`src/rtl/ram8_sweep_if.sv`:
```
// rtl/ram8_sweep_if.sv - Data, load and clear handshake bundle for the 8-word register bank.
interface ram8_sweep_if #(
  parameter int WIDTH = 16
);
  logic [WIDTH-1:0] in;
  logic             load;
  logic [2:0]       address;
  logic             clear_req;
  logic [WIDTH-1:0] out;
  logic             ready;
  logic             busy;
  logic [7:0]       written;

  modport master (
    output in, load, address, clear_req,
    input  out, ready, busy, written
  );

  modport slave (
    input  in, load, address, clear_req,
    output out, ready, busy, written
  );
endinterface

```
`src/rtl/ram8_sweep.sv`:
```
// rtl/ram8_sweep.sv - 8-word register bank with one-hot load decode, combinational read and a sequenced clear sweep.
module ram8_sweep #(
  parameter int               WIDTH     = 16,
  parameter logic [WIDTH-1:0] CLR_VALUE = '0
) (
  input  logic         clk,
  input  logic         rst_n,
  ram8_sweep_if.slave  bus
);

  typedef enum logic {
    IDLE  = 1'b0,
    CLEAR = 1'b1
  } state_t;

  state_t           state;
  state_t           state_nxt;
  logic [2:0]       cnt;
  logic [2:0]       cnt_nxt;
  logic [WIDTH-1:0] mem [8];
  logic [7:0]       written;
  logic [7:0]       load_sel;
  logic [7:0]       clr_sel;

  always_ff @(posedge clk or negedge rst_n) begin
    if (!rst_n) begin
      state <= IDLE;
      cnt   <= 3'd0;
    end else begin
      state <= state_nxt;
      cnt   <= cnt_nxt;
    end
  end

  // Load and clear selects are mutually exclusive: loads only decode in IDLE.
  always_comb begin
    state_nxt = state;
    cnt_nxt   = cnt;
    load_sel  = 8'h00;
    clr_sel   = 8'h00;
    case (state)
      IDLE: begin
        if (bus.load) begin
          load_sel = 8'd1 << bus.address;
        end
        if (bus.clear_req) begin
          state_nxt = CLEAR;
          cnt_nxt   = 3'd0;
        end
      end
      CLEAR: begin
        clr_sel = 8'd1 << cnt;
        cnt_nxt = cnt + 3'd1;
        if (cnt == 3'd7) begin
          state_nxt = IDLE;
        end
      end
      default: begin
        state_nxt = IDLE;
        cnt_nxt   = 3'd0;
      end
    endcase
  end

  always_ff @(posedge clk or negedge rst_n) begin
    if (!rst_n) begin
      for (int i = 0; i < 8; i++) begin
        mem[i] <= '0;
      end
      written <= 8'h00;
    end else begin
      for (int i = 0; i < 8; i++) begin
        if (clr_sel[i]) begin
          mem[i] <= CLR_VALUE;
        end else if (load_sel[i]) begin
          mem[i] <= bus.in;
        end
      end
      written <= (written | load_sel) & ~clr_sel;
    end
  end

  assign bus.out     = mem[bus.address];
  assign bus.ready   = (state == IDLE);
  assign bus.busy    = (state == CLEAR);
  assign bus.written = written;

endmodule

```
`src/flat_wrapper.sv`:
```
// flat-port wrapper written by rule: the top's interface ports become plain ports
module ram8_sweep_flat 
#(
  parameter int               WIDTH     = 16,
  parameter logic [WIDTH-1:0] CLR_VALUE = '0
)
  (clk, rst_n, bus_in, bus_load, bus_address, bus_clear_req, bus_out, bus_ready, bus_busy, bus_written);
  ram8_sweep_if #(.WIDTH(WIDTH)) bus_i ();
  input  logic clk;
  input  logic rst_n;
  input wire logic [$bits(bus_i.in)-1:0] bus_in;
  input wire logic [$bits(bus_i.load)-1:0] bus_load;
  input wire logic [$bits(bus_i.address)-1:0] bus_address;
  input wire logic [$bits(bus_i.clear_req)-1:0] bus_clear_req;
  output wire logic [$bits(bus_i.out)-1:0] bus_out;
  output wire logic [$bits(bus_i.ready)-1:0] bus_ready;
  output wire logic [$bits(bus_i.busy)-1:0] bus_busy;
  output wire logic [$bits(bus_i.written)-1:0] bus_written;
  assign bus_i.in = bus_in;
  assign bus_i.load = bus_load;
  assign bus_i.address = bus_address;
  assign bus_i.clear_req = bus_clear_req;
  assign bus_out = bus_i.out;
  assign bus_ready = bus_i.ready;
  assign bus_busy = bus_i.busy;
  assign bus_written = bus_i.written;
  ram8_sweep #(.WIDTH(WIDTH), .CLR_VALUE(CLR_VALUE)) u_core (.clk(clk), .rst_n(rst_n), .bus(bus_i));
endmodule
```
`config.mk`:
```
export PLATFORM = sky130hd
export DESIGN_NAME = ram8_sweep_flat
export DESIGN_NICKNAME = d
export VERILOG_FILES = /design/src/rtl/ram8_sweep_if.sv /design/src/rtl/ram8_sweep.sv /design/src/flat_wrapper.sv
export SDC_FILE = /design/constraint.sdc
export NUM_CORES = 1
export LEC_CHECK = 0
export CAP_MARGIN = 40
export CORE_MARGIN = 8
export CORE_UTILIZATION = 45
export CTS_CLUSTER_DIAMETER = 100
export DETAILED_ROUTE_END_ITERATION = 8
export PLACE_DENSITY = 0.64
export SYNTH_ARGS = -nofsm -noshare
export SYNTH_HDL_FRONTEND = slang
export SYNTH_SLANG_ARGS = --single-unit
```
`constraint.sdc`:
```
create_clock -name clk -period 2.9 [get_ports clk]
set_clock_uncertainty 0.15 [all_clocks]
set_input_delay 0.725 -clock clk [delete_from_list [all_inputs] [get_ports clk]]
set_output_delay 0.725 -clock clk [all_outputs]
set_load 0.01 [all_outputs]
```
==> reports/results.ini <==
[clock_network]
cts_tree = built
cts-buffers-inserted = 17
cts_root_buf = clkbuf_16
ctsHtreeMaxLevel = 4
clkSinkCount = 140
path_clk_slew_ns = 0.05
hold_buffers = 0
clk_latency_ns = 0.41
cts_buffer_depth = 2

[routing]
wire_per_inst_um = 23.3
drt-initial-drc-count = 491
firstDrtPassIters = 5
drc_errors = 0
detail_route.wirelength_um = 22300
antenna_left = 0
vias = 5953
viasPerCell = 6.24

[die]
io_pins = 49
initial_core_util = 0.459
dieArea_um2 = 19600
core_area_um2 = 15100
rows = 45
dieHeight_um = 140
die_w_um = 140

[critical_path]
cp-end-kind = primary output
cp_max_fo = 9
critical_path_required_ns = 2.03
r2r.worst_path.cells = 5
start_kind = input pin
reg2reg_slack_ns = 0.79
r2r_end = u_core.mem[77]
r2r_start = u_core.bus.busy
arrival_ns = 1.97
criticalPathCategory = input pin to primary output

[min_path]
worst_hold_path_type = input pin to async pin

[synthesis]
synth_top_area_cell = dfrtp_1
netlist_area_um2 = 6920
async_flop_share = 1.00
synth_edf_count = 0
synthTopCellsByArea = dfrtp_1, nand3_1, o21ai_0, nand2_1, a22o_1
ys_ff_latch = 140
netlist_instances = 688
netlist.area_leader.share = 0.506
seq_area_frac_synth = 0.506
synth_cell_types = 41
avgSynthCellArea_um2 = 10.1
synth_ff_type = dfrtp_1
synth_nets = 717
yosys_warnings = 0

[timing]
setup_viol = 0
fin_setup_tns_ns = 0
hold_viol_final = 0
worstMarginPinSlew_ns = 0.924
finalMaxSlewViolations = 0
fmax_mhz = 351
period_share = 0.982
rsz0062_at_grt = false
slew_headroom = 0.382
fin_crit_ns = 2.85

[finish]
syn_to_final_growth_pct = 23.6
fill_cells = 1329
drive_gt1_frac = 0.223
diodes = 0
nNetsFinal = 782

[placement]
portBuffers = 48
gp_congestion = 0.942
dp.final_hpwl_um = 14900

[global_route]
antenna_found_initial = 0
grtUsageTotal = 0.232
grt.overflow.total = 0
grt_first_pass_wirelength_um = 34800
grt_max_degree = 72
first_global_vias = 6067

[power_and_ir_drop]
power_w = 0.00770
power.density_nw_per_um2 = 900
peakVddDrop_v = 0.000547
power_leakage_nw = 3.95

[outcome]
status = finished, final reports clean

[job]
maxCapViolCount = 0

metrics by stage:
stage	cell area, um2	util	worst slack (ns)	hold slack, ns	instances
after floorplan	6920	-	0.171	0.279	688
after global placement	7770	0.515	-0.917	0.314	916
after detailed placement	7800	0.517	-0.896	0.319	918
after CTS	8550	0.567	-0.0526	0.190	955
after global routing	8550	0.567	0.0190	0.203	954
final	8550	0.567	0.0521	0.160	954
worst max-delay path, stage by stage:
cell and delay [ns]:
buf_2 0.20, and2b_2 0.28, buf_4 0.16, a22oi_1 0.21
o221a_2 0.26, buf_2 0.14
layout make-up:
cell class / instances / area [um2] / area share
sequential: 140 / 3500 / 0.410
multi-input combinational: 465 / 3060 / 0.358
timing repair buffer: 124 / 1080 / 0.126
clock buffer: 24 / 502 / 0.0587
tap: 188 / 235 / 0.0275
clock inverter: 8 / 153 / 0.0179
inverter: 5 / 18.8 / 0.00219
what timing repair did:
item                                    CTS  global route
buffers inserted                          4             0
gates cloned                              1             0
endpoints found under the setup margin   16            13
resized for setup                       104            11
pin swaps                                 8             8
logic make-up (layout without fill, tap and decap cells):
family / count (synthesis) / in the layout / synth area share
adders and majority gates: 6 / 6 / 0.0108
muxes: 49 / 49 / 0.0868
AOI/OAI and AO/OA: 177 / 177 / 0.171
and+or+nand+nor: 233 / 233 / 0.159
DFF: 140 / 140 / 0.506
buffers and inverters: 83 / 161 / 0.0664
flip-flops by register name, indices dropped and copies added, names as in the netlist:
register	cells
u_core.bus.busy	1
u_core.cnt	3
u_core.mem	128
u_core.bus.written	8
synthesized netlist by cell type (2+ instances only):
cell and number:
a2bb2oi_1 2, and2_1 4, a22oi_1 2, nor3b_1 2, nor2b_1 2, a21o_1 7, a22oi_4 2, o21ai_0 90
buf_8 2, o221a_2 2, mux4_2 8, nand2b_1 3, o2bb2ai_1 7, and2_0 3, dfrtp_1 140, nand3_1 100
nor3_1 2, mux2i_1 33, o21ai_1 7, o22ai_1 3, mux2_2 8, buf_2 34, buf_6 9, buf_4 4
nand3b_1 3, buf_1 6, clkbuf_1 23, nor2_1 8, o22a_1 2, and2_4 2, nand2_1 99, inv_1 5
a211oi_1 10, a22o_1 42, ha_1 6
per-layer routing:
metal,GRT usage,wire [um]
met5,0,0
met2,0.368,10600
met3,0.0557,1820
met4,0.0954,674
met1,0.301,9160
worst max-delay path by stage:
stage,start,slack [ns],to
after floorplan,bus_address[1],0.17,bus_out[10]
after global placement,bus_address[0],-0.92,bus_out[7]
after detailed placement,bus_address[0],-0.90,bus_out[7]
after CTS,bus_address[1],-0.05,bus_out[5]
after global routing,bus_address[0],0.02,bus_out[14]
final,bus_address[0],0.05,bus_out[14]
cells in the final DEF (no fill, tap or decap), drive strengths merged:
cell / count
nand2: 99
nor2b: 2
o221a: 2
inv: 6
a21o: 7
clkbuf: 25
nand3b: 3
dfrtp: 140
ha: 6
nor3b: 4
and2b: 1
clkinv: 1
o22a: 2
o22ai: 3
clkinvlp: 2
o31ai: 1
nand3: 100
nor3: 2
mux2: 8
and3b: 1
a211oi: 10
clkdlybuf4s50: 28
nand2b: 3
o21ai: 97
a2bb2oi: 2
o2bb2ai: 7
mux2i: 33
buf: 95
mux4: 8
a22o: 42
a22oi: 4
or3b: 1
and2: 9
nor2: 8
bufinv: 4
power by group:
part	switching, W	total, W	internal [W]
Clock	0.000833	0.00239	0.00156
Combinational	0.00125	0.00220	0.000947
Sequential	0.000483	0.00311	0.00262
(Power assumes the default switching activity.)
